--- config.mk ---
export PLATFORM = sky130hd
export DESIGN_NAME = uart_tx
export DESIGN_NICKNAME = d
export VERILOG_FILES = /design/src/rtl/uart_tx.sv
export SDC_FILE = /design/constraint.sdc
export NUM_CORES = 1
export LEC_CHECK = 0
export CAP_MARGIN = 25
export CELL_PAD_IN_SITES_DETAIL_PLACEMENT = 1
export CELL_PAD_IN_SITES_GLOBAL_PLACEMENT = 1
export CORE_MARGIN = 2
export CORE_UTILIZATION = 38
export DETAILED_ROUTE_END_ITERATION = 8
export GPL_TIMING_DRIVEN = 0
export PLACE_DENSITY = 0.79
export SETUP_SLACK_MARGIN = 0.15
export SYNTH_ARGS = -nofsm -noshare
export SYNTH_HDL_FRONTEND = slang
export SYNTH_SLANG_ARGS = --single-unit
--- constraint.sdc ---
create_clock -name clk -period 2.1 [get_ports clk]
set_clock_uncertainty 0.1 [all_clocks]
set_input_delay 0.42 -clock clk [delete_from_list [all_inputs] [get_ports clk]]
set_output_delay 0.42 -clock clk [all_outputs]
set_load 0.02 [all_outputs]
--- src/rtl/uart_tx.sv ---
// UART transmitter: start bit, DATA_BITS data bits LSB first, optional parity bit, one stop bit.
// Every output is a flop, so tx, busy and done carry no combinational path from the inputs.
module uart_tx #(
  parameter int unsigned DATA_BITS    = 8,
  parameter int unsigned CLKS_PER_BIT = 4,
  parameter int unsigned PARITY       = 0
) (
  input  logic                 clk,
  input  logic                 clear,
  input  logic                 start,
  input  logic [DATA_BITS-1:0] data,
  output logic                 tx,
  output logic                 busy,
  output logic                 done
);

  localparam int unsigned CntW = $clog2(CLKS_PER_BIT + 1);
  localparam int unsigned IdxW = $clog2(DATA_BITS + 1);

  // Both counters count down to zero and are reloaded at each bit boundary.
  localparam logic [CntW-1:0] CntLoad = CntW'(CLKS_PER_BIT - 1);
  localparam logic [IdxW-1:0] IdxLoad = IdxW'(DATA_BITS - 1);
  localparam bit              ParEn   = (PARITY != 0);
  localparam bit              ParOdd  = (PARITY == 2);

  typedef enum logic [2:0] {
    StIdle,
    StStart,
    StData,
    StParity,
    StStop
  } state_e;

  state_e               state_q;
  logic [CntW-1:0]      cnt_q;
  logic [IdxW-1:0]      idx_q;
  logic [DATA_BITS-1:0] shreg_q;
  // Running XOR of the bits already shifted out; equals the word parity once DATA is done.
  logic                 par_q;

  // Frame sequencer with registered tx/busy/done.
  always_ff @(posedge clk or negedge clear) begin
    if (!clear) begin
      state_q <= StIdle;
      cnt_q   <= '0;
      idx_q   <= '0;
      shreg_q <= '0;
      par_q   <= 1'b0;
      tx      <= 1'b1;
      busy    <= 1'b0;
      done    <= 1'b0;
    end else begin
      done <= 1'b0;
      unique case (state_q)
        StIdle: begin
          if (start) begin
            state_q <= StStart;
            shreg_q <= data;
            par_q   <= 1'b0;
            cnt_q   <= CntLoad;
            tx      <= 1'b0;
            busy    <= 1'b1;
          end
        end
        StStart: begin
          if (cnt_q == '0) begin
            state_q <= StData;
            tx      <= shreg_q[0];
            par_q   <= shreg_q[0];
            shreg_q <= shreg_q >> 1;
            idx_q   <= IdxLoad;
            cnt_q   <= CntLoad;
          end else begin
            cnt_q <= cnt_q - 1'b1;
          end
        end
        StData: begin
          if (cnt_q == '0) begin
            cnt_q <= CntLoad;
            if (idx_q == '0) begin
              if (ParEn) begin
                state_q <= StParity;
                tx      <= par_q ^ ParOdd;
              end else begin
                state_q <= StStop;
                tx      <= 1'b1;
              end
            end else begin
              tx      <= shreg_q[0];
              par_q   <= par_q ^ shreg_q[0];
              shreg_q <= shreg_q >> 1;
              idx_q   <= idx_q - 1'b1;
            end
          end else begin
            cnt_q <= cnt_q - 1'b1;
          end
        end
        StParity: begin
          if (cnt_q == '0) begin
            state_q <= StStop;
            tx      <= 1'b1;
            cnt_q   <= CntLoad;
          end else begin
            cnt_q <= cnt_q - 1'b1;
          end
        end
        StStop: begin
          if (cnt_q == '0) begin
            state_q <= StIdle;
            busy    <= 1'b0;
            done    <= 1'b1;
            tx      <= 1'b1;
          end else begin
            cnt_q <= cnt_q - 1'b1;
          end
        end
        default: begin
          state_q <= StIdle;
          tx      <= 1'b1;
          busy    <= 1'b0;
        end
      endcase
    end
  end

endmodule

== Yosys cells after proc, flatten, opt, wreduce, memory -nomap -nowiden ==
Cells that the tools add are included.

* Reductions and logical operators: 14
* Bitwise operators: 1
* $add $sub $neg: 2
* Muxes and demuxes: 31
* Eq/ne operators: 13

{| class="wikitable"
|+ Operators with widths
! operator !! count
|-
| 8-bit 2-to-1 mux || 4
|-
| 3-bit 2-to-1 mux || 9
|-
| 8-bit one-hot mux with 3 select lines || 1
|-
| 2-bit != test (second input constant) || 8
|-
| 3-bit one-hot mux with 5 select lines || 1
|-
| 4-bit 2-to-1 mux || 3
|-
| 1-bit 2-to-1 mux || 9
|-
| 3-bit one-hot mux with 3 select lines || 1
|-
| 4-bit one-hot mux with 2 select lines || 1
|-
| 4-bit AND reduction || 2
|-
| 3-bit by 2-bit equality test with 1-bit output (second input constant) || 2
|-
| 3-bit logical NOT || 2
|-
| 3-bit AND reduction || 2
|-
| 6-bit AND reduction || 1
|-
| 3-bit nonzero test || 2
|-
| 5-bit AND reduction || 1
|-
| 4-bit logical NOT || 1
|-
| 1-bit one-hot mux with 4 select lines || 1
|-
| 4-bit by 1-bit subtractor with 4-bit output (second input constant) || 1
|-
| 3-bit by 1-bit equality test with 1-bit output (second input constant) || 1
|-
| 3-bit equality test (second input constant) || 1
|-
| 1-bit one-hot mux with 3 select lines || 1
|-
| 3-bit OR reduction || 1
|-
| 3-bit by 1-bit subtractor with 3-bit output (second input constant) || 1
|-
| 4 further kinds || 4
|}

* Input bits: 11
* Register bits: 21
* Output and inout bits: 3
* Word-level logic and storage cells: 68

== Logic depth before layout (Yosys ltp) ==
* Depth after elaboration: 4
* Gate-level depth with buffers: 7

== Worst setup path before layout ==
OpenSTA, ideal clock, no wires.

* Kind: register -> register
* Start: reg cnt_q[0]
* End: reg shreg_q[0]
* Cell stages (with the launch flop): 7
* Arrival: 1974 ps
* Path buffers: 0
* Path slack: -99 ps
* Setup time: 125 ps
* Path through: dfrtp_1 > inv_1 > ha_1 > nand2b_4 > or4b_1 > a31oi_4 > mux2_2

* Cells in the longest elaborated chain, start to end: 3
* Elaborated cells on any way between the ends: 4

{| class="wikitable"
|+ RTL lines
! what !! RTL line !! source
|-
| start: declaration || 35 || <nowiki>logic [CntW-1:0] cnt_q;</nowiki>
|-
| start signal: assignment || 60 || <nowiki>cnt_q <= CntLoad;</nowiki>
|-
| start signal: assignment || 72 || <nowiki>cnt_q <= CntLoad;</nowiki>
|-
| start signal: assignment || 74 || <nowiki>cnt_q <= cnt_q - 1'b1;</nowiki>
|-
| 3-bit logical NOT (*) || 66, 78 ||
|-
| 2-bit != test (no line) || - ||
|-
| 5-bit AND reduction (no line) (*) || - ||
|-
| end signal: assignment || 58 || <nowiki>shreg_q <= data;</nowiki>
|-
| end signal: assignment || 70 || <nowiki>shreg_q <= shreg_q >> 1;</nowiki>
|-
| end signal: assignment || 91 || <nowiki>shreg_q <= shreg_q >> 1;</nowiki>
|-
| end: declaration || 37 || <nowiki>logic [DATA_BITS-1:0] shreg_q;</nowiki>
|}

Every way passes the cells marked *; elsewhere a longest branch is shown, timed or not.
A chain may end at the register's enable or synchronous reset.

== Worst setup path after layout ==
* Start: reg idx_q[0]
* End: reg shreg_q[1]

* Cells in the longest elaborated chain, start to end: 3

{| class="wikitable"
|+ RTL lines
! what !! RTL line !! source
|-
| start: declaration || 36 || <nowiki>logic [IdxW-1:0] idx_q;</nowiki>
|-
| start signal: assignment || 71 || <nowiki>idx_q <= IdxLoad;</nowiki>
|-
| start signal: assignment || 92 || <nowiki>idx_q <= idx_q - 1'b1;</nowiki>
|-
| 4-bit logical NOT || 80 || <nowiki>if (idx_q == '0) begin</nowiki>
|-
| 2-bit != test (no line) || - ||
|-
| 5-bit AND reduction (no line) || - ||
|}

Every way passes these cells.

==> summary.txt <==
Status
  • Outcome: complete, but fails checks
  • Failing checks: negative setup slack

Setup path
  • CP cell instances: inv_2 > ha_4 > nor3b_4 > or4b_4 > a31oi_4 > buf_6 > mux2_4
  • End of the critical path: shreg_q[1]
  • CP max FO: 5
  • Critical R2R Launch: idx_q[0]
  • R2R setup slack: -0.05 ns
  • Crit path largest cell delay: 0.53 ns
  • CP Data Required Time: 2.20 ns
  • Setup CP Type: reg2reg
  • Setup crit start: idx_q[0]
  • Slowest CP cell: or4b_4
  • Worst reg-to-reg path cell count: 7
  • Setup crit end kind: flop
  • RR Endpoint: shreg_q[1]
  • Crit start category: flop
  • Critical path arrival: 2.25 ns

Floorplan
  • Die height: 60.2 um
  • I/O Pins: 14
  • Initial Util: 39.6%
  • Die ar.: 3620 um^2
  • Core box area: 3030 um^2
  • Die Span X: 60.2 um
  • # rows: 20

Clocking
  • Htree depth: 1
  • Maximum clock path buffer count: 2
  • Clk sinks: 21
  • Worst-path clk slew: 0.11 ns
  • TritonCTS clock tree: done
  • Clk_lat worst skew: 0.32 ns
  • # hold bufs at CTS: 0
  • CTS Buf Count: 3
  • Root buffer cell: clkbuf_4

Route
  • DRC: 0
  • Final antenna-violating net count: 0
  • Routed length per instance: 16.8 um
  • Via/cell ratio: 5.44
  • DRT Pass-1 Iters: 4
  • Via count: 1011
  • Drt total wl: 3120 um
  • Initial DRC Count: 26

Global routing
  • Pin count of the biggest net entering global routing: 22
  • Overall global routing resource usage: 19.7%
  • Global route overflow: 0
  • First-pass GRT wire length: 5150 um
  • Initial antenna violation count: 0
  • Number of global-route vias before repair: 1122
  • Met2 Use GR: 34.9%
  • Met3 Usage GRT: 4.11%
  • GR peak layer: met2
  • Met1 Resource Use GR: 22.7%

Timing
  • Crit path time final: 2.15 ns
  • Finish-stage setup viols: 5
  • Max Freq: 0.465 GHz
  • PnR worst setup slack: -0.0486 ns
  • Fin crit share: 102%
  • Slew @ Worst Pin: 0.560 ns
  • RSZ-0062 raised after global routing: yes
  • Max Slew Vio Count: 0
  • Final Hold Vio Count: 0
  • Max-slew headroom: 62.7%

Synthesis
  • Post-synth cell types: 37
  • Top post-synthesis cells by area: dfrtp_1 (42%), mux2_2 (14%), a21oi_1 (3.8%)
  • Asr flop ratio synth: 100%
  • Post-synth top area cell: dfrtp_1
  • Ys flop type: dfrtp_1
  • Register area share after synthesis: 43.9%
  • Warnings from Yosys: 0
  • Mapped Area: 1200 um^2
  • Area fraction of the dominant cell type after synthesis: 41.8%
  • Seq cells post-synth: 21
  • Most frequent cells after synthesis: dfrtp_1 (20), mux2_2 (15), nor2_1 (10)
  • Syn Nets: 131
  • Post-Syn Instances: 117
  • Most numerous cell in the Yosys netlist: dfrtp_1
  • Post-synth EDFFs: 0
  • Mean Syn Cell Area: 10.2 um^2

Power and ir drop
  • Final Power: 2.35 mW
  • Peak supply drop: 0.000527 V
  • PD cells: 1490 nW/um^2
  • Portion of total power attributed to combinational logic: 62.0%
  • Internal: 1.42 mW
  • Net Sw Power: 935 uW
  • Seq pwr share: 29.5%
  • Switching fraction of total power: 39.8%
  • Leakage power: 0.664 nW
  • Clock power share: 8.5%

Place
  • DP HPWL: 2130 um
  • RD Place Congestion: 0.813
  • Pre-CTS WS: -0.175 ns
  • Port buffer count: 13

Min path
  • Hold crit path type: in2async

Cells and area
  • Layout cell share with drive strength beyond 1: 33.1%
  • Nets: 157
  • Antenna cells: 0
  • FILL cells: 337
  • Layout area overhead: 31.6%

Run
  • Max cap viols: 0
per-stage QoR:
stage	TNS [ns]	instance area [um^2]	hold WS [ns]	utilization, %	cells
after CTS	-0.339	1500	0.427	49.5	185
after global placement	-0.838	1420	0.385	46.8	174
after floorplan	-0.0187	1230	0.0244	-	117
after detailed placement	-1.32	1420	0.398	46.8	174
final	-0.189	1580	0.238	52.1	186
after global routing	-0.695	1580	0.233	52.1	186
power groups by stage:
stage | combinational (mW) | clock (mW) | sequential, mW
after floorplan | 0.924 | 0 | 0.688
after global placement | 1.15 | 0 | 0.683
after detailed placement | 1.21 | 0 | 0.701
after CTS | 1.31 | 0.212 | 0.685
after global routing | 1.60 | 0.228 | 0.717
final | 1.46 | 0.201 | 0.693
timing repair:
item / CTS / global route
setup buffers: 7 / 1
pin swaps: 2 / 3
gates cloned: 0 / 0
setup endpoints to repair: 9 / 11
gates resized for setup: 4 / 18
worst min-delay path by stage:
stage / from / end / slack (ns) / cells past startpoint
global placement: shreg_q[1] / shreg_q[1] / 0.39 / 1
CTS: shreg_q[2] / shreg_q[2] / 0.43 / 1
floorplan: clear / busy / 0.02 / 0
detailed placement: shreg_q[2] / shreg_q[2] / 0.40 / 1
finish: clear / idx_q[2] / 0.24 / 1
global route: clear / idx_q[2] / 0.23 / 1
layout make-up:
type | instances | area [um^2] | area share, %
multi-input combinational | 83 | 694 | 44.0
buffer | 6 | 27.5 | 1.74
sequential | 21 | 527 | 33.4
clock buffer | 3 | 22.5 | 1.43
inverter | 6 | 22.5 | 1.43
clock inverter | 1 | 5.00 | 0.317
tap | 44 | 55.1 | 3.49
timing repair buffer | 22 | 224 | 14.2
worst max-delay path: cells and delay by family (launching register included):
family	cells	cell delay, ns
AOI/OAI and AO/OA	1	0.20
adders and majority gates	1	0.16
buffers and inverters	2	0.22
DFF	1	0.39
muxes	1	0.30
and+or+nand+nor	2	0.68
state kept, by name, summed over array words and instances, names as in the netlist:
name     cells
done         1
tx           1
busy         1
state_q      3
cnt_q        3
idx_q        4
shreg_q      8
layer usage:
metal  part of all wire, %  vias up
li1                      -      476
met1                    41      506
met2                    54       23
met3                   3.4        6
met4                   1.7        0
met5                     0        -
kinds of logic after synthesis:
logic type | synth area share, %
buffers and inverters | 4.17
multiplexers | 14.1
flip-flops | 43.9
AO/OA/AOI/OAI | 16.3
AND/OR/NAND/NOR | 16.1
XOR/XNOR | 1.46
adder cells (fa/ha/maj) | 3.97
cell usage in the layout (no fill, tap or decap), types with 2 or more instances in the layout:
cell type / count
a32oi_1: 2
a211oi_1: 2
clkbuf_1: 2
inv_2: 4
clkbuf_2: 3
o21ai_0: 5
nand3_1: 3
xnor2_1: 2
mux2_4: 8
or2_2: 2
clkdlybuf4s50_1: 12
nor2_1: 9
dfrtp_1: 20
a21oi_1: 9
clkbuf_4: 3
mux2_2: 7
a31oi_1: 2
inv_1: 2
nand2_1: 5
ha_4: 2
o22a_1: 2
buf_6: 2
nor3_1: 3
buf_4: 6
Power figures use the tool's default switching activity.
